[src/rtl/exe_unit_issuer_if.sv]
// Command, execution-unit and result signals of the exe_unit_issuer.
// The master modport is the issuer; the slave modport is its environment.
interface exe_unit_issuer_if #(
  parameter int BITS  = 8,
  parameter int DEPTH = 4
);
  localparam int CW = $clog2(DEPTH) + 1;

  logic            i_cmd_valid;
  logic            o_cmd_ready;
  logic [BITS-1:0] i_cmd_a;
  logic [BITS-1:0] i_cmd_b;
  logic [1:0]      i_cmd_op;

  logic [BITS-1:0] o_exe_a;
  logic [BITS-1:0] o_exe_b;
  logic [1:0]      o_exe_op;
  logic [BITS-1:0] i_exe_out;
  logic [3:0]      i_exe_status;

  logic            o_res_valid;
  logic            i_res_ready;
  logic [BITS-1:0] o_res_out;
  logic [3:0]      o_res_status;
  logic [1:0]      o_res_op;

  logic            o_busy;
  logic [CW-1:0]   o_count;

  modport master (
    input  i_cmd_valid, i_cmd_a, i_cmd_b, i_cmd_op,
    output o_cmd_ready,
    output o_exe_a, o_exe_b, o_exe_op,
    input  i_exe_out, i_exe_status,
    output o_res_valid, o_res_out, o_res_status, o_res_op,
    input  i_res_ready,
    output o_busy, o_count
  );

  modport slave (
    output i_cmd_valid, i_cmd_a, i_cmd_b, i_cmd_op,
    input  o_cmd_ready,
    input  o_exe_a, o_exe_b, o_exe_op,
    output i_exe_out, i_exe_status,
    input  o_res_valid, o_res_out, o_res_status, o_res_op,
    output i_res_ready,
    input  o_busy, o_count
  );
endinterface

[src/rtl/exe_unit_issuer.sv]
// Buffers commands in a small FIFO, issues them one at a time to the execution
// unit, waits its fixed latency and returns each result over a valid/ready port.
module exe_unit_issuer #(
  parameter int BITS    = 8,
  parameter int DEPTH   = 4,
  parameter int LATENCY = 1
) (
  input logic               i_clk,
  input logic               i_rst,
  exe_unit_issuer_if.master bus
);
  localparam int AW = $clog2(DEPTH);
  localparam int CW = AW + 1;
  localparam int WW = (LATENCY > 1) ? $clog2(LATENCY) : 1;

  typedef enum logic [1:0] {
    IDLE = 2'd0,
    WAIT = 2'd1,
    RESP = 2'd2
  } state_t;

  // Command storage; pointers carry the reset, the array itself does not.
  logic [BITS-1:0] mem_a  [DEPTH];
  logic [BITS-1:0] mem_b  [DEPTH];
  logic [1:0]      mem_op [DEPTH];

  logic [AW-1:0]   wr_ptr_reg;
  logic [AW-1:0]   rd_ptr_reg;
  logic [CW-1:0]   count_reg;
  logic [CW-1:0]   count_next;
  logic            full;
  logic            push;
  logic            pop;

  state_t          state_reg;
  logic [WW-1:0]   wait_reg;
  logic [BITS-1:0] exe_a_reg;
  logic [BITS-1:0] exe_b_reg;
  logic [1:0]      exe_op_reg;
  logic            res_valid_reg;
  logic [BITS-1:0] res_out_reg;
  logic [3:0]      res_status_reg;
  logic [1:0]      res_op_reg;
  logic            busy_reg;

  // Ready depends only on stored occupancy, so a pop never frees a full slot
  // in the same cycle.
  assign full = (count_reg == CW'(DEPTH));
  assign push = bus.i_cmd_valid && !full;
  assign pop  = (state_reg == IDLE) && (count_reg != '0);

  always_comb begin
    count_next = count_reg;
    if (push && !pop) begin
      count_next = count_reg + 1'b1;
    end else if (!push && pop) begin
      count_next = count_reg - 1'b1;
    end
  end

  always_ff @(posedge i_clk) begin
    if (push && !i_rst) begin
      mem_a[wr_ptr_reg]  <= bus.i_cmd_a;
      mem_b[wr_ptr_reg]  <= bus.i_cmd_b;
      mem_op[wr_ptr_reg] <= bus.i_cmd_op;
    end
  end

  always_ff @(posedge i_clk) begin
    if (i_rst) begin
      wr_ptr_reg <= '0;
      rd_ptr_reg <= '0;
      count_reg  <= '0;
    end else begin
      if (push) begin
        wr_ptr_reg <= wr_ptr_reg + 1'b1;
      end
      if (pop) begin
        rd_ptr_reg <= rd_ptr_reg + 1'b1;
      end
      count_reg <= count_next;
    end
  end

  // Issue FSM; the FIFO head read is registered straight into o_exe_*.
  always_ff @(posedge i_clk) begin
    if (i_rst) begin
      state_reg      <= IDLE;
      wait_reg       <= '0;
      exe_a_reg      <= '0;
      exe_b_reg      <= '0;
      exe_op_reg     <= '0;
      res_valid_reg  <= 1'b0;
      res_out_reg    <= '0;
      res_status_reg <= '0;
      res_op_reg     <= '0;
      busy_reg       <= 1'b0;
    end else begin
      busy_reg <= (count_next != '0);
      case (state_reg)
        IDLE: begin
          if (pop) begin
            exe_a_reg  <= mem_a[rd_ptr_reg];
            exe_b_reg  <= mem_b[rd_ptr_reg];
            exe_op_reg <= mem_op[rd_ptr_reg];
            wait_reg   <= WW'(LATENCY - 1);
            state_reg  <= WAIT;
            busy_reg   <= 1'b1;
          end
        end
        WAIT: begin
          busy_reg <= 1'b1;
          if (wait_reg == '0) begin
            res_out_reg    <= bus.i_exe_out;
            res_status_reg <= bus.i_exe_status;
            res_op_reg     <= exe_op_reg;
            res_valid_reg  <= 1'b1;
            state_reg      <= RESP;
          end else begin
            wait_reg <= wait_reg - 1'b1;
          end
        end
        RESP: begin
          if (bus.i_res_ready) begin
            res_valid_reg <= 1'b0;
            state_reg     <= IDLE;
          end else begin
            busy_reg <= 1'b1;
          end
        end
        default: begin
          state_reg <= IDLE;
        end
      endcase
    end
  end

  assign bus.o_cmd_ready  = !full;
  assign bus.o_exe_a      = exe_a_reg;
  assign bus.o_exe_b      = exe_b_reg;
  assign bus.o_exe_op     = exe_op_reg;
  assign bus.o_res_valid  = res_valid_reg;
  assign bus.o_res_out    = res_out_reg;
  assign bus.o_res_status = res_status_reg;
  assign bus.o_res_op     = res_op_reg;
  assign bus.o_busy       = busy_reg;
  assign bus.o_count      = count_reg;
endmodule

[src/flat_wrapper.sv]
// flat-port wrapper written by rule: the top's interface ports become plain ports
module exe_unit_issuer_flat 
#(
  parameter int BITS    = 8,
  parameter int DEPTH   = 4,
  parameter int LATENCY = 1
)
  (i_clk, i_rst, bus_i_cmd_valid, bus_i_cmd_a, bus_i_cmd_b, bus_i_cmd_op, bus_o_cmd_ready, bus_o_exe_a, bus_o_exe_b, bus_o_exe_op, bus_i_exe_out, bus_i_exe_status, bus_o_res_valid, bus_o_res_out, bus_o_res_status, bus_o_res_op, bus_i_res_ready, bus_o_busy, bus_o_count);
  exe_unit_issuer_if #(.BITS(BITS), .DEPTH(DEPTH)) bus_i ();
  input logic i_clk;
  input logic i_rst;
  input wire logic [$bits(bus_i.i_cmd_valid)-1:0] bus_i_cmd_valid;
  input wire logic [$bits(bus_i.i_cmd_a)-1:0] bus_i_cmd_a;
  input wire logic [$bits(bus_i.i_cmd_b)-1:0] bus_i_cmd_b;
  input wire logic [$bits(bus_i.i_cmd_op)-1:0] bus_i_cmd_op;
  output wire logic [$bits(bus_i.o_cmd_ready)-1:0] bus_o_cmd_ready;
  output wire logic [$bits(bus_i.o_exe_a)-1:0] bus_o_exe_a;
  output wire logic [$bits(bus_i.o_exe_b)-1:0] bus_o_exe_b;
  output wire logic [$bits(bus_i.o_exe_op)-1:0] bus_o_exe_op;
  input wire logic [$bits(bus_i.i_exe_out)-1:0] bus_i_exe_out;
  input wire logic [$bits(bus_i.i_exe_status)-1:0] bus_i_exe_status;
  output wire logic [$bits(bus_i.o_res_valid)-1:0] bus_o_res_valid;
  output wire logic [$bits(bus_i.o_res_out)-1:0] bus_o_res_out;
  output wire logic [$bits(bus_i.o_res_status)-1:0] bus_o_res_status;
  output wire logic [$bits(bus_i.o_res_op)-1:0] bus_o_res_op;
  input wire logic [$bits(bus_i.i_res_ready)-1:0] bus_i_res_ready;
  output wire logic [$bits(bus_i.o_busy)-1:0] bus_o_busy;
  output wire logic [$bits(bus_i.o_count)-1:0] bus_o_count;
  assign bus_i.i_cmd_valid = bus_i_cmd_valid;
  assign bus_i.i_cmd_a = bus_i_cmd_a;
  assign bus_i.i_cmd_b = bus_i_cmd_b;
  assign bus_i.i_cmd_op = bus_i_cmd_op;
  assign bus_o_cmd_ready = bus_i.o_cmd_ready;
  assign bus_o_exe_a = bus_i.o_exe_a;
  assign bus_o_exe_b = bus_i.o_exe_b;
  assign bus_o_exe_op = bus_i.o_exe_op;
  assign bus_i.i_exe_out = bus_i_exe_out;
  assign bus_i.i_exe_status = bus_i_exe_status;
  assign bus_o_res_valid = bus_i.o_res_valid;
  assign bus_o_res_out = bus_i.o_res_out;
  assign bus_o_res_status = bus_i.o_res_status;
  assign bus_o_res_op = bus_i.o_res_op;
  assign bus_i.i_res_ready = bus_i_res_ready;
  assign bus_o_busy = bus_i.o_busy;
  assign bus_o_count = bus_i.o_count;
  exe_unit_issuer #(.BITS(BITS), .DEPTH(DEPTH), .LATENCY(LATENCY)) u_core (.i_clk(i_clk), .i_rst(i_rst), .bus(bus_i));
endmodule
[config.mk]
export PLATFORM = sky130hd
export DESIGN_NAME = exe_unit_issuer_flat
export DESIGN_NICKNAME = d
export VERILOG_FILES = /design/src/rtl/exe_unit_issuer_if.sv /design/src/rtl/exe_unit_issuer.sv /design/src/flat_wrapper.sv
export SDC_FILE = /design/constraint.sdc
export NUM_CORES = 1
export LEC_CHECK = 0
export BUFFER_PORTS_ARGS = -buffer_cell sky130_fd_sc_hd__buf_2
export CAP_MARGIN = 20
export CELL_PAD_IN_SITES_DETAIL_PLACEMENT = 1
export CELL_PAD_IN_SITES_GLOBAL_PLACEMENT = 1
export CORE_MARGIN = 2
export CORE_UTILIZATION = 35
export DETAILED_ROUTE_END_ITERATION = 10
export GPL_TIMING_DRIVEN = 1
export PLACE_DENSITY = 0.69
export REMOVE_ABC_BUFFERS = 1
export SLEW_MARGIN = 30
export SYNTH_ARGS = -nofsm -noshare
export SYNTH_HDL_FRONTEND = slang
export SYNTH_SLANG_ARGS = --single-unit
[constraint.sdc]
create_clock -name i_clk -period 2.5 [get_ports i_clk]
set_input_delay 0.125 -clock i_clk [delete_from_list [all_inputs] [get_ports i_clk]]
set_output_delay 0.125 -clock i_clk [all_outputs]
set_load 0.01 [all_outputs]
==> run metrics <==
run status=complete, no violations; CTS clk-pin slew, worst paths=0.06 ns; RR Startpoint=u_core.bus.o_count[1]; DR vias=2844; Crit. End Element=flip-flop; slowest stage delay, CP=0.38 ns; Cell Area, Synth=between 4000 and 5000 um2; antenna viol nets, final=0; power density over cell area=1170 nW/um2; max cap viols=0; number of diodes=0; total power=0.00684 W; EDFF count, synth=72; DRT Pass-1 Iters=5; GRT Total Usage=16.5%; cells on worst reg2reg path=7; Filler cells=1236; CTS tree=built; residual DRC count=0; Slowest cell on crit path=mux2_2; Die ar.=13200 um2; initial antenna violation count=0; clock buffer count from CTS=17; GP Congestion=around 0.7; Cells after Synth=305; CTS Sinks=115; num ports=72; largest cells by area after synthesis=edfxtp_1 (50%), dfxtp_1 (20%), mux4_2 (9.4%); final hold viol count=0; Yosys top cell by area=edfxtp_1; Top delay family on crit path=simple AND/OR/NAND/NOR gates; worst path required time=2.80 ns; Clock Skew=~0.0086 ns; slew margin rel.=46.5%; Rows=40; Arr. time, crit path=2.38 ns; top_reg_cell synth=edfxtp_1; Max clock buf depth=2; worst flop-to-flop path endpoint=u_core.bus.o_busy; Hold Path Cell Cnt=4; count of pins over their slew limit=0; period utilization=83.4%; #FFs+latches synth=115; synth warn=0; area delta synth->final=35.9%; Routed WL=approximately 10 mm; Fin Setup TNS=0 ns; worst hold start=bus_i_res_ready; Hold WC Path Type=input port to flip-flop; Critical Path Source Type=flip-flop; Synth top area share=50.3%; clk root buf=clkbuf_16; Synth Area per Inst=around 14 um2; maximum vdd drop=0.00129 V; Core ar.=12000 um2; Setup-failing EPs final=0; worst path buffer plus inverter count=1; largest net degree at the start of global routing=28; Post-Place Worst Slack=0.439 ns; 1st-iter DRT viols=around 120; first-pass GRT wire length=16.0 mm; Netlist cell types=30; unrepaired setup endpoints after global routing=false; Routed WL per cell=around 17 um; critical-path cell list=inv_1 > ha_1 > nor2b_2 > nor3_4 > xnor2_1 > mux2_2 > a2111o_1; FMAX=480 MHz; Post-synth ARST share=0%; Hold EP=u_core.state_reg[1]; vias in the first global route=3105; fraction of layout cells with a size suffix above 1=31.4%; Die H=115 um; flop-to-flop setup slack=0.41 ns; leak pwr=between 2 and 2.5 nW; Largest regs=u_core.mem_a x32, u_core.mem_b x32; CP max FO=6; Via density=between 4 and 5; DIE WIDTH=about 110 um; Clock Latency Late Sink=approximately 0.4 ns; register area share after synthesis=a little over two thirds; initial core utilization=35.8%; min Tclk post-route=between 2 and 2.5 ns; port buffer count=71; Clock H-tree levels=4; Nets=~460; Setup WS post-layout=0.415 ns; Worst path depth=7; GRT overflow=0; DP HPWL=6.31 mm; critical path type=flip-flop to flip-flop; slew at the pin closest to its max-slew limit=0.802 ns
## area by class of cell
cell class / count / area [um2] / share of cell area, %
Clock buffer: 17 / 425 / 7.28
Multi-Input combinational cell: 167 / 1180 / 20.2
Timing Repair Buffer: 115 / 773 / 13.2
Clock inverter: 15 / 228 / 3.90
Tap cell: 147 / 184 / 3.15
Sequential cell: 115 / 3020 / 51.7
Inverter: 7 / 26.3 / 0.450
## kinds of logic (layout without fill, tap and decap cells)
| kind of cell | after synthesis | in the layout | synth area share, % |
|---|---|---|---|
| AO/OA/AOI/OAI | 43 | 43 | 5.42 |
| AND/OR/NAND/NOR | 91 | 91 | 8.88 |
| adder cells (fa/ha/maj) | 8 | 8 | 2.27 |
| multiplexers | 20 | 20 | 9.93 |
| XOR/XNOR | 5 | 5 | 1.02 |
| buffers and inverters | 23 | 154 | 2.15 |
| flip-flops | 115 | 115 | 70.3 |
## cells in the mapped netlist (3+ instances only)
cell type / number
and3_1: 4
nand2_1: 69
mux4_2: 18
a21oi_1: 35
buf_2: 4
xnor2_1: 3
ha_1: 7
dfxtp_1: 43
clkbuf_1: 10
edfxtp_1: 72
inv_1: 7
nor2_1: 11
o21ai_0: 3
## placed cells by master, fill, tap and decap left out, drive strengths merged
cell type / Yosys / layout
buf: 5 / 85
edfxtp: 72 / 72
nand2: 69 / 69
dfxtp: 43 / 43
a21oi: 35 / 35
dlygate4sd3: 0 / 30
mux4: 18 / 18
clkbuf: 11 / 17
nor2: 11 / 11
inv: 7 / 10
ha: 7 / 7
clkinv: 0 / 6
bufinv: 0 / 5
and3: 4 / 4
o21ai: 3 / 3
xnor2: 3 / 3
nor2b: 3 / 3
xor2: 2 / 2
a21boi: 1 / 1
nor3: 1 / 1
or3: 1 / 1
maj3: 1 / 1
a221oi: 1 / 1
mux2: 1 / 1
nand2b: 1 / 1
mux2i: 1 / 1
o21a: 1 / 1
a2111o: 1 / 1
a211oi: 1 / 1
and2: 1 / 1
clkinvlp: 0 / 1
## where the power goes
part	switching, W	leakage, nW	internal, W	total, W
Combinational	0.000934	0.933	0.000723	0.00166
Sequential	0.000197	1.01	0.00232	0.00252
Clock	0.000887	0.316	0.00178	0.00266
Total	0.00202	2.25	0.00482	0.00684
## how the worst max path moves through the flow
stage / endpoint / startpoint
finish: u_core.bus.o_busy / u_core.bus.o_count[1]
CTS: u_core.bus.o_busy / u_core.bus.o_count[0]
global route: u_core.bus.o_busy / u_core.bus.o_count[1]
floorplan: u_core.bus.o_busy / u_core.bus.o_count[0]
global placement: u_core.bus.o_busy / u_core.bus.o_count[0]
detailed placement: u_core.bus.o_busy / u_core.bus.o_count[0]
## layer usage
metal,vias to the layer above,part of all wire (%),GRT usage [%]
met2,79,53,30.5
met1,1419,40,17.6
met5,-,0,0
li1,1332,-,-
met3,14,4.8,5.38
met4,0,1.5,6.27
## per-stage QoR
| stage | cell area, um2 | hold slack [ns] | utilization, % | std cells |
|---|---|---|---|---|
| after floorplan | 4230 | 0.194 | - | 289 |
| after global placement | 4890 | 0.335 | 40.7 | 521 |
| after detailed placement | 4890 | 0.346 | 40.7 | 521 |
| after CTS | 5840 | 0.0254 | 48.6 | 583 |
| after global routing | 5840 | 0.0763 | 48.6 | 583 |
| final | 5840 | 0.0378 | 48.6 | 583 |
## worst min-delay path, cell delays in order
cell     delay (ns)
buf_2          0.09
nor2_1         0.04
nand2_1        0.07
a21oi_1        0.07
## timing repair
action,CTS,global route
setup buffers,0,0
gates resized for setup,0,0
hold buffers,30,0
endpoints found under the hold margin,84,0
Power figures use the tool's default switching activity.
